## config.mk

```make
export PLATFORM = sky130hd
export DESIGN_NAME = mbox_rd_if
export DESIGN_NICKNAME = d
export VERILOG_FILES = /design/src/rtl/mbox_rd_if.sv
export SDC_FILE = /design/constraint.sdc
export NUM_CORES = 1
export LEC_CHECK = 0
export CAP_MARGIN = 20
export CORE_MARGIN = 4
export CORE_UTILIZATION = 55
export DETAILED_ROUTE_END_ITERATION = 7
export PLACE_DENSITY = 0.84
export SETUP_SLACK_MARGIN = 0.4
export SYNTH_ARGS = -nofsm -noshare
export SYNTH_HDL_FRONTEND = slang
export SYNTH_SLANG_ARGS = --single-unit
```

## constraint.sdc

```tcl
create_clock -name wb_clk_i -period 8.9 [get_ports wb_clk_i]
set_clock_uncertainty 0.1 [all_clocks]
set_input_delay 1.335 -clock wb_clk_i [delete_from_list [all_inputs] [get_ports wb_clk_i]]
set_output_delay 1.335 -clock wb_clk_i [all_outputs]
set_load 0.03 [all_outputs]
```

## src/rtl/mbox_rd_if.sv

```systemverilog
// WISHBONE slave that drains the inbound byte mailbox and reassembles the bytes
// LSB-first into 32-bit words, double-buffered so the next word fills while the CPU reads.
module mbox_rd_if #(
  parameter int WB_AW  = 4,
  parameter int WB_DW  = 32,
  parameter int WOU_DW = 8
) (
  input  logic              wb_clk_i,
  input  logic              wb_rst_i,
  input  logic              wb_cyc_i,
  input  logic              wb_stb_i,
  input  logic              wb_we_i,
  input  logic [3:0]        wb_sel_i,
  input  logic [WB_AW-1:2]  wb_adr_i,
  input  logic [WB_DW-1:0]  wb_dat_i,
  output logic [WB_DW-1:0]  wb_dat_o,
  output logic              wb_ack_o,
  output logic              mbox_rd_o,
  input  logic              mbox_empty_i,
  input  logic [WOU_DW-1:0] mbox_di_i
);

  typedef enum logic [1:0] {IDLE, RD, CAP} state_t;

  localparam logic [WB_AW-1:2] ADR_IBUF = (WB_AW-2)'(0);
  localparam logic [WB_AW-1:2] ADR_STAT = (WB_AW-2)'(1);

  localparam logic [WB_AW-1:2] ADR_CTRL = (WB_AW-2)'(2);

  state_t           state_q;
  logic             mbox_rd_q;
  logic             asm_full_q;
  logic [1:0]       byte_cnt_q;
  logic [WB_DW-1:0] asm_buf_q;
  logic [WB_DW-1:0] hold_buf_q;
  logic             hold_valid_q, hold_valid_d;
  logic             ack_q, ack_d;
  logic [WB_DW-1:0] dat_q, dat_d;
  logic [15:0]      word_cnt_q;

  logic acc, ibuf_rd_sel, pop, flush, xfer;
  logic unused_ok;

  assign unused_ok = ^{wb_sel_i, wb_dat_i[WB_DW-1:1]};

  assign acc         = wb_cyc_i & wb_stb_i;
  assign ibuf_rd_sel = acc & ~wb_we_i & (wb_adr_i == ADR_IBUF);
  // Pop needs the master still in the cycle, so an abandoned read never drops a word.
  assign pop         = ack_q & ibuf_rd_sel;
  assign flush       = ack_q & acc & wb_we_i & (wb_adr_i == ADR_CTRL) & wb_dat_i[0];
  assign xfer        = asm_full_q & (~hold_valid_q | pop) & ~flush;
  assign ack_d       = acc & ~ack_q & ~(ibuf_rd_sel & ~hold_valid_q);

  always_comb begin
    dat_d = dat_q;
    if (ack_d & ~wb_we_i) begin
      case (wb_adr_i)
        ADR_IBUF: dat_d = hold_buf_q;
        ADR_STAT: dat_d = {word_cnt_q, 12'd0, byte_cnt_q, mbox_empty_i, hold_valid_q};
        default:  dat_d = '0;
      endcase
    end
  end

  always_comb begin
    hold_valid_d = hold_valid_q;
    if (flush)     hold_valid_d = 1'b0;
    else if (xfer) hold_valid_d = 1'b1;
    else if (pop)  hold_valid_d = 1'b0;
  end

  always_ff @(posedge wb_clk_i) begin
    if (wb_rst_i) begin
      ack_q        <= 1'b0;
      dat_q        <= '0;
      hold_valid_q <= 1'b0;
      word_cnt_q   <= '0;
    end else begin
      ack_q        <= ack_d;
      dat_q        <= dat_d;
      hold_valid_q <= hold_valid_d;
      if (xfer) word_cnt_q <= word_cnt_q + 16'd1;
    end
  end

  always_ff @(posedge wb_clk_i) begin
    if (xfer) hold_buf_q <= asm_buf_q;
  end

  // Byte fetch: IDLE decides, RD pops, CAP captures the byte returned a cycle later.
  always_ff @(posedge wb_clk_i) begin
    if (wb_rst_i || flush) begin
      state_q    <= IDLE;
      mbox_rd_q  <= 1'b0;
      byte_cnt_q <= '0;
      asm_full_q <= 1'b0;
      asm_buf_q  <= '0;
    end else begin
      if (xfer) begin
        asm_full_q <= 1'b0;
        asm_buf_q  <= '0;
      end
      case (state_q)
        IDLE: begin
          if (~mbox_empty_i & ~asm_full_q) begin
            state_q   <= RD;
            mbox_rd_q <= 1'b1;
          end
        end
        RD: begin
          mbox_rd_q <= 1'b0;
          state_q   <= CAP;
        end
        CAP: begin
          asm_buf_q[{byte_cnt_q, 3'b000} +: WOU_DW] <= mbox_di_i;
          byte_cnt_q <= byte_cnt_q + 2'd1;
          if (byte_cnt_q == 2'd3) asm_full_q <= 1'b1;
          state_q <= IDLE;
        end
        default: begin
          state_q   <= IDLE;
          mbox_rd_q <= 1'b0;
        end
      endcase
    end
  end

  assign wb_ack_o  = ack_q;
  assign wb_dat_o  = dat_q;
  assign mbox_rd_o = mbox_rd_q;

endmodule

```

==> results.json, run 1 <==
{
  "grtUsageTotal_pct": 23.8,
  "cp_data_required_time_ns": 8.98,
  "element_type_at_the_critical_path_start": "input port",
  "asyncSetResetFlopFracSynth_pct": 0,
  "yosysMostFrequentCell": "sky130_fd_sc_hd__dfxtp_1",
  "mappedNetlistNets": 469,
  "floorplan.core_area_um2": 8180,
  "synthDominantAreaCellType": "sky130_fd_sc_hd__dfxtp_1",
  "routed_via_density": 6.19,
  "total_wirelength_of_the_detailed_routed_design_um": 11300,
  "setup_viol": 0,
  "post_synth_most_frequent_cells": "sky130_fd_sc_hd__dfxtp_1 (88), sky130_fd_sc_hd__nand2_1 (36), sky130_fd_sc_hd__a21oi_1 (35), sky130_fd_sc_hd__edfxtp_1 (32), sky130_fd_sc_hd__nor2_1 (26)",
  "cts_inserted_buffers": 17,
  "first_global_vias": 3504,
  "holdCritPathClass": "reg2reg",
  "worstPathArrival_ns": 3.94,
  "power.static_leakage_nw": 2.02,
  "synth.cell_area_um2": 4580,
  "worst_slew_pin_slew_ns": 1.12,
  "initial_core_utilization_pct": 56.0,
  "ys_seq_area_share_pct": 59.5,
  "synth_cells": 410,
  "area_growth_pct": 25.4,
  "num-fill-cells": 539,
  "yosysTopAreaCellShare_pct": 38.5,
  "die_area_um2": 9850,
  "fin_crit_ns": 3.86,
  "crit_family": "buffers and inverters",
  "synth_area_leaders": "sky130_fd_sc_hd__dfxtp_1 (38%), sky130_fd_sc_hd__edfxtp_1 (21%), sky130_fd_sc_hd__a22o_1 (4.6%)",
  "synth-edff-count": 32,
  "hold_viol": 0,
  "multi_input_comb_area_um2": 1750,
  "cts_hold_buffers": 0,
  "yosys_warnings": 0,
  "globalplace.congestion": 0.838,
  "final_critical_path_setup_slack_ns": 5.04,
  "residual_drc_count": 0,
  "cts_tree": "built",
  "p_per_area_nw_per_um2": 225,
  "worstHoldStart": "asm_buf_q[14]$_SDFF_PP0_",
  "grt_overflow": 0,
  "nets": 520,
  "die_height_um": 99.2,
  "setup-tns-final_ns": 0,
  "critical_path_buf_inv_count": 2,
  "route.vias.total": 3582,
  "fin_crit_sh_pct": 43.4,
  "antenna_found_initial": 0,
  "yosys.cell_types.count": 41,
  "drt_first_pass_iters": 5,
  "run_status": "finished, final reports clean",
  "post_cts.repair.setup_buffers": 0,
  "cts.htree.levels": 4,
  "clk_root_buffer_cell": "sky130_fd_sc_hd__clkbuf_8",
  "post-dp-hpwl_um": 6170,
  "cts.clk_slew.worst_paths_ns": 0.06,
  "die_width_um": 99.2,
  "seqCellArea_um2": 2720,
  "timing.critical_path.slowest_stage_cell": "sky130_fd_sc_hd__clkdlybuf4s50_1",
  "placement_rows": 33,
  "hold_path_sink": "hold_buf_q[14]$_DFFE_PP_",
  "max-cap-violations": 0,
  "postSynthAreaPerCell_um2": 11.2,
  "rsz0062_at_grt": "false",
  "num_io_pins": 86,
  "number_of_cells_on_the_worst_hold_path": 0,
  "clock_path_buffers": 2,
  "crit_type": "in2reg",
  "final_antenna_net_count": 0,
  "worst-r2r-setup-slack_ns": 6.41,
  "placement.io_buffers": 50,
  "final_max_slew_viols": 0,
  "final_layout_size_suffix_gt1_share_pct": 10.1,
  "ctsResizeCount": 0,
  "rr_endpoint": "hold_buf_q[9]$_DFFE_PP_",
  "max_clock_freq_ghz": 0.259,
  "slew-limit-headroom_pct": 25.1,
  "timing.hold.ws_ns": 0.339,
  "setup.worst_path.end_class": "register",
  "placement.setup.worst_slack_ns": 4.61,
  "slowest_delay_ns": 0.78,
  "synth_seq_cells": 120,
  "insertedDiodeCount": 0,
  "worstSkewPairLatency_ns": 0.53,
  "post_drt_wl_per_cell_um": 19.5,
  "r2r_cells": 4,
  "critical_path.max_fanout": 32,
  "clock-sinks": 120,
  "drt_first_iter_violations": 305,
  "worstPathCellList": "clkdlybuf4s50_1 > or3_4 > o21a_1 > nor2_2 > buf_4",
  "irDropWorstVdd_uv": 159,
  "largest_net_degree_at_the_start_of_global_routing": 54,
  "grt_first_pass_wirelength_um": 18000,
  "synth_flop_cell": "sky130_fd_sc_hd__dfxtp_1",
  "critical_register_to_register_path_startpoint": "wb_ack_o$_SDFF_PP0_"
}
## cells by family after synthesis
family                   synth area share (%)
flip-flops                               59.5
buffers and inverters                    2.60
XOR/XNOR                                0.191
AO/OA/AOI/OAI                            15.9
AND/OR/NAND/NOR                          14.8
multiplexers                             5.11
adder cells (fa/ha/maj)                  1.91
## how the worst max path moves through the flow
stage | startpoint | end | slack (ns) | cells after the start
CTS | wb_adr_i[3] | asm_buf_q[0]$_SDFF_PP0_ | 4.87 | 5
floorplan | wb_adr_i[2] | hold_buf_q[0]$_DFFE_PP_ | 4.64 | 6
detailed placement | wb_adr_i[3] | asm_buf_q[3]$_SDFF_PP0_ | 4.61 | 5
finish | wb_adr_i[3] | hold_buf_q[9]$_DFFE_PP_ | 5.04 | 5
global placement | wb_adr_i[3] | asm_buf_q[7]$_SDFF_PP0_ | 4.70 | 5
global route | wb_adr_i[3] | hold_buf_q[8]$_DFFE_PP_ | 4.91 | 5
## cell type report
type | count | share of cell area, %
Sequential cell | 120 | 47.4
Clock inverter | 15 | 3.07
Timing Repair Buffer | 55 | 9.24
Inverter | 5 | 0.327
Clock buffer | 17 | 7.21
Multi-Input combinational cell | 262 | 30.4
Tap cell | 105 | 2.29
## state kept, by name, indices dropped and copies added (netlist names)
register	count
asm_full_q	1
wb_dat_o	32
mbox_rd_o	1
wb_ack_o	1
hold_valid_q	1
byte_cnt_q	2
asm_buf_q	32
word_cnt_q	16
state_q	2
hold_buf_q	32
## power breakdown
part / switching, W / leakage (nW) / internal [W]
Clock: 0.000277 / 0.290 / 0.000409
Combinational: 0.0000277 / 0.706 / 0.0000166
Sequential: 0.00000240 / 1.02 / 0.000561
## metrics by stage
stage                     instances  utilization (%)  instance area (µm²)  power, W
after global placement          546             62.9                 5140  0.000616
after CTS                       578             70.2                 5740   0.00130
after global routing            579             70.2                 5740   0.00133
after detailed placement        546             62.9                 5140  0.000617
after floorplan                 410                -                 4580  0.000599
final                           579             70.2                 5740   0.00129
## layout by cell type (no fill, tap or decap), types with 5 or more instances in the layout
cell | synthesis | final
sky130_fd_sc_hd__clkdlybuf4s50_1 | 0 | 49
sky130_fd_sc_hd__or4_1 | 10 | 10
sky130_fd_sc_hd__a22o_1 | 24 | 24
sky130_fd_sc_hd__nor2_1 | 26 | 25
sky130_fd_sc_hd__nand2_1 | 36 | 36
sky130_fd_sc_hd__inv_6 | 0 | 6
sky130_fd_sc_hd__clkbuf_16 | 0 | 16
sky130_fd_sc_hd__a22oi_1 | 12 | 12
sky130_fd_sc_hd__ha_1 | 7 | 7
sky130_fd_sc_hd__inv_1 | 5 | 5
sky130_fd_sc_hd__o2bb2ai_1 | 7 | 7
sky130_fd_sc_hd__o31ai_1 | 9 | 9
sky130_fd_sc_hd__a21oi_1 | 35 | 35
sky130_fd_sc_hd__o21ai_0 | 8 | 8
sky130_fd_sc_hd__edfxtp_1 | 32 | 32
sky130_fd_sc_hd__mux2i_1 | 20 | 20
sky130_fd_sc_hd__dfxtp_1 | 88 | 88
sky130_fd_sc_hd__or3_1 | 24 | 24
## worst reg2reg max path, delay by kind of cell, from the launching register on
| family | cells | cell delay (ns) |
|---|---|---|
| compound gates | 1 | 0.63 |
| simple gates | 2 | 0.58 |
| buf+inv | 1 | 0.42 |
| flops | 1 | 0.40 |
## layer usage
metal / track usage (%) / vias to the layer above / share of wire, %
met5: 0 / - / 0
met4: 8.19 / 0 / 2.3
met3: 8.35 / 30 / 7.6
met2: 39.8 / 173 / 50
met1: 28.7 / 1730 / 40
li1: - / 1649 / -
Note: power is estimated with default switching activity, not from simulation.
==> run 2: changes to the inputs <==
Settings changed: CORE_UTILIZATION 55 to 47, PLACE_DENSITY 0.84 to 0.76.
Clock period 8.9 ns to 3.3 ns, I/O delays scaled along.
==> run 2 against run 1 <==
  * Die area increased by 16%
  * Clock power increased to 2.6 times the previous value
  * Register-to-register slack got worse by 5.6 ns
  * Hold slack got worse by 0.0064 ns
  * Critical endpoint is now asm_buf_q[12]$_SDFF_PP0_
  * Largest cell class unchanged
  * Global-route usage decreased by 5.2 points
  * Combinational power increased to 2.8 times the previous value
  * Sequential share of layout area decreased by 0.68 points
  * Critical path depth increased by 2
  * Power increased to 2.7 times the previous value
  * First-iteration DRC count decreased by 38%
  * Sequential power increased to 2.7 times the previous value
==> results.json, run 2 (synthesis gave the netlist of run 1 again) <==
{
  "run_status": "finished, final reports clean",
  "max_clock_freq_ghz": 0.385,
  "setup.worst_path.end_class": "register",
  "grtUsageTotal_pct": 18.7,
  "irDropWorstVdd_uv": 381,
  "drt_first_iter_violations": 190,
  "final_max_slew_viols": 0,
  "hold_path_sink": "hold_buf_q[31]$_DFFE_PP_",
  "globalplace.congestion": 0.898,
  "cts_hold_buffers": 0,
  "route.vias.total": 3443,
  "residual_drc_count": 0,
  "worstPathArrival_ns": 2.95,
  "drt_first_pass_iters": 4,
  "critical-path-top-cell-by-count": "sky130_fd_sc_hd__buf_4",
  "worst-r2r-setup-slack_ns": 0.82,
  "slowest_delay_ns": 0.93,
  "setup-tns-final_ns": 0,
  "die_area_um2": 11400,
  "area_growth_pct": 27.2,
  "post_cts.repair.setup_buffers": 0,
  "die_height_um": 107,
  "post-dp-hpwl_um": 6550,
  "p_seq_share_pct": 44.0,
  "p_per_area_nw_per_um2": 593,
  "number_of_cells_on_the_worst_hold_path": 0,
  "mostFrequentLayoutCells": "sky130_fd_sc_hd__dfxtp_1 (88), sky130_fd_sc_hd__clkdlybuf4s50_1 (49), sky130_fd_sc_hd__nand2_1 (36)",
  "post_drt_wl_per_cell_um": 16.9,
  "critical_path.max_fanout": 22,
  "clock_path_buffers": 2,
  "total_wirelength_of_the_detailed_routed_design_um": 10300,
  "cts.htree.levels": 4,
  "placement_rows": 35,
  "clk_root_buffer_cell": "sky130_fd_sc_hd__clkbuf_8",
  "die_width_um": 107,
  "worstHoldStart": "asm_buf_q[31]$_SDFF_PP0_",
  "share_clk_of_total_power_pct": 52.5,
  "total_switching_power_w": 0.000782,
  "critical_path_buf_inv_count": 3,
  "cts_inserted_buffers": 17,
  "final_layout_size_suffix_gt1_share_pct": 11.3,
  "clock-sinks": 120,
  "worstSkewPairLatency_ns": 0.52,
  "nets": 526,
  "crit_family": "compound AO/OA/AOI/OAI gates",
  "cts_tree": "built",
  "largest_net_degree_at_the_start_of_global_routing": 53,
  "first_global_vias": 3295,
  "fin_crit_sh_pct": 78.8,
  "timing.critical_path.slowest_stage_cell": "sky130_fd_sc_hd__a221oi_1",
  "power.internal_w": 0.00267,
  "element_type_at_the_critical_path_start": "input port",
  "rr_endpoint": "asm_buf_q[2]$_SDFF_PP0_",
  "worstPathCellList": "clkdlybuf4s50_1 > buf_4 > nand4b_1 > o21bai_2 > buf_4 > a221oi_1 > a22o_1",
  "r2r_cells": 4,
  "crit_type": "in2reg",
  "worst_slew_pin_slew_ns": 1.31,
  "comb_power_share_pct": 3.5,
  "critical_register_to_register_path_startpoint": "wb_ack_o$_SDFF_PP0_",
  "max-cap-violations": 0,
  "holdCritPathClass": "reg2reg",
  "slew-limit-headroom_pct": 12.4,
  "cts.clk_slew.worst_paths_ns": 0.06,
  "hold_viol": 0,
  "ctsResizeCount": 0,
  "timing.hold.ws_ns": 0.333,
  "routed_via_density": 5.65,
  "grt_first_pass_wirelength_um": 16700,
  "commonest_non_fill_non_tap_cell_in_the_layout": "sky130_fd_sc_hd__dfxtp_1",
  "rsz0062_at_grt": "false",
  "insertedDiodeCount": 0,
  "fin_crit_ns": 2.60,
  "floorplan.core_area_um2": 9370,
  "placement.io_buffers": 50,
  "grt_overflow": 0,
  "setup_viol": 0,
  "num_io_pins": 86,
  "power.static_leakage_nw": 2.04,
  "antenna_found_initial": 0,
  "netSwitchingFraction_pct": 22.6,
  "initial_core_utilization_pct": 48.9,
  "cp_data_required_time_ns": 3.65,
  "final_antenna_net_count": 0
}
[run 2: layer usage]
metal / global-route usage [%] / up-vias / wire length [µm]
li1: - / 1655 / -
met1: 23.3 / 1659 / 4440
met2: 30.4 / 108 / 5060
met3: 4.82 / 21 / 576
met4: 8.49 / 0 / 216
met5: 0 / - / 0
[run 2: worst max-delay path by stage]
stage	to	cells past startpoint	start
2_1_floorplan	hold_buf_q[0]$_DFFE_PP_	6	wb_adr_i[2]
3_3_place_gp	asm_buf_q[15]$_SDFF_PP0_	7	wb_adr_i[3]
3_5_place_dp	asm_buf_q[9]$_SDFF_PP0_	7	wb_adr_i[3]
4_1_cts	asm_buf_q[12]$_SDFF_PP0_	7	wb_adr_i[3]
5_1_grt	asm_buf_q[12]$_SDFF_PP0_	7	wb_adr_i[3]
6_report	asm_buf_q[12]$_SDFF_PP0_	7	wb_adr_i[3]
[run 2: metrics by stage]
step	power (W)	cells	cell area (µm²)	utilization, %	setup WS, ns
2_1_floorplan	0.00162	410	4590	-	0.735
3_3_place_gp	0.00167	577	5230	55.8	0.320
3_5_place_dp	0.00167	577	5230	55.8	0.278
4_1_cts	0.00346	609	5820	62.1	0.657
5_1_grt	0.00355	609	5820	62.1	0.581
6_report	0.00345	609	5820	62.1	0.699
[run 2: layout make-up]
cell class              instances  area [µm²]
well taps                     129         161
repair buffers                 61         578
fillers                       762        3550
flip-flops and latches        120        2720
clock buffers                  18         428
clock inverters                14         164
inverters                       5        18.8
multi-input cells             262        1750
[run 2: power by group through the flow]
stage | combinational, W | sequential (W) | clock (W)
after floorplan | 0.0000591 | 0.00156 | 0
after global placement | 0.000117 | 0.00155 | 0
after detailed placement | 0.000120 | 0.00155 | 0
after CTS | 0.000122 | 0.00152 | 0.00182
after global routing | 0.000131 | 0.00152 | 0.00190
final | 0.000122 | 0.00152 | 0.00181
==> run 3: changes to the inputs <==
Settings changed: CORE_UTILIZATION 47 to 52, PLACE_DENSITY 0.76 to 0.8.
Clock period 3.3 ns to 2.7 ns, I/O delays scaled along.
==> run 3 against run 2 <==
  * Final cell count is 2.5% lower
  * Die area shrank 8.9%
  * Clock-buffer cell count is 1 lower
  * Global-route usage increased by 2.1 points
  * Worst setup slack worse by 0.17 ns
  * Critical path type unchanged
  * Largest power group unchanged
==> results.json, run 3 (synthesis gave the netlist of run 1 again) <==
{
  "clock_path_buffers": 2,
  "worst-r2r-setup-slack_ns": 0.56,
  "ctsResizeCount": 2,
  "die_area_um2": 10400,
  "placement.io_buffers": 50,
  "route.vias.total": 3453,
  "timing.hold.ws_ns": 0.329,
  "floorplan.core_area_um2": 8380,
  "irDropWorstVdd_uv": 510,
  "fin_crit_ns": 2.17,
  "final_antenna_net_count": 0,
  "cts_tree": "built",
  "run_status": "finished, final reports clean",
  "initial_core_utilization_pct": 54.6,
  "rsz0062_at_grt": "false",
  "fin_crit_sh_pct": 80.5,
  "residual_drc_count": 0,
  "post-dp-hpwl_um": 6520,
  "grtUsageTotal_pct": 20.7,
  "post_drt_wl_per_cell_um": 17.3,
  "holdCritPathClass": "reg2reg",
  "setup.worst_path.end_class": "register",
  "drt_first_pass_iters": 4,
  "clock-sinks": 120,
  "clk_root_buffer_cell": "sky130_fd_sc_hd__clkbuf_8",
  "die_height_um": 102,
  "antenna_found_initial": 0,
  "grt_overflow": 0,
  "cts.clk_slew.worst_paths_ns": 0.06,
  "power.static_leakage_nw": 2.08,
  "design_power_total_w": 0.00394,
  "cts_inserted_buffers": 17,
  "hold_viol": 0,
  "cts_hold_buffers": 0,
  "insertedDiodeCount": 0,
  "cts.htree.levels": 4,
  "area_growth_pct": 27.8,
  "critical_path.max_fanout": 52,
  "cp_data_required_time_ns": 3.03,
  "worst_slew_pin_slew_ns": 0.761,
  "num_io_pins": 86,
  "element_type_at_the_critical_path_start": "input port",
  "final_layout_size_suffix_gt1_share_pct": 13.9,
  "p_per_area_nw_per_um2": 674,
  "slew-limit-headroom_pct": 49.3,
  "first_global_vias": 3387,
  "nets": 536,
  "final_max_slew_viols": 0,
  "setup_viol": 0,
  "post_cts.repair.setup_buffers": 0,
  "crit_type": "in2reg",
  "dpl_cell_area_um2": 5300,
  "largest_net_degree_at_the_start_of_global_routing": 53,
  "total_wirelength_of_the_detailed_routed_design_um": 10300,
  "die_width_um": 102,
  "max-cap-violations": 0,
  "grt_first_pass_wirelength_um": 16500,
  "placement_rows": 33,
  "routed_via_density": 5.81,
  "worstPathArrival_ns": 2.50,
  "drt_first_iter_violations": 190,
  "mostFrequentLayoutCells": "sky130_fd_sc_hd__dfxtp_1 (87), sky130_fd_sc_hd__clkdlybuf4s50_1 (49), sky130_fd_sc_hd__nand2_1 (36)",
  "globalplace.congestion": 0.920,
  "commonest_non_fill_non_tap_cell_in_the_layout": "sky130_fd_sc_hd__dfxtp_1",
  "max_clock_freq_ghz": 0.460,
  "layout.cell_area.non_filler_um2": 5850,
  "worstSkewPairLatency_ns": 0.51
}
run 3: layout make-up:
class | instances | area [µm²]
Clock buffer | 17 | 414
Clock inverter | 14 | 101
Fill cell | 605 | 2530
Inverter | 5 | 18.8
Multi-Input combinational cell | 262 | 1780
Sequential cell | 120 | 2720
Tap cell | 105 | 131
Timing Repair Buffer | 71 | 678
run 3: worst paths after layout:
path | startpoint | to | cells after the start
worst max register to register | byte_cnt_q[0]$_SDFFE_PP0N_ | asm_buf_q[13]$_SDFF_PP0_ | 5
worst min-delay path | asm_buf_q[8]$_SDFF_PP0_ | hold_buf_q[8]$_DFFE_PP_ | 0
worst min register to register | asm_buf_q[8]$_SDFF_PP0_ | hold_buf_q[8]$_DFFE_PP_ | 0
worst max-delay path | wb_adr_i[3] | wb_dat_o[31]$_SDFFE_PP0P_ | 7
run 3: layer usage:
layer  part of all wire [%]  global-route usage, %
met5                      0                      0
met3                    5.7                   5.39
met4                    2.2                   8.88
met1                     42                   26.5
met2                     50                   33.7
run 3: metrics by stage:
step                      std cells  utilization [%]  setup slack (ns)  setup TNS, ns
final                           594             69.8             0.528              0
after global routing            594             69.8             0.408              0
after CTS                       594             69.6             0.416              0
after detailed placement        563             63.3           -0.0740         -0.439
after global placement          563             63.3           0.00290              0
after floorplan                 410                -             0.378              0
run 3: worst max-delay path, stage by stage:
cell                              delay (ns)
sky130_fd_sc_hd__clkdlybuf4s50_1        0.52
sky130_fd_sc_hd__buf_4                  0.24
sky130_fd_sc_hd__nor4_1                 0.09
sky130_fd_sc_hd__or4_1                  0.46
sky130_fd_sc_hd__buf_12                 0.22
sky130_fd_sc_hd__or3_1                  0.37
sky130_fd_sc_hd__a21oi_1                0.19
run 3: where the power goes:
part | internal, W | switching (W) | leakage (nW) | total (W)
registers | 0.00185 | 0.00000802 | 1.02 | 0.00186
logic | 0.0000630 | 0.0000933 | 0.808 | 0.000156
clock network | 0.00112 | 0.000808 | 0.244 | 0.00193
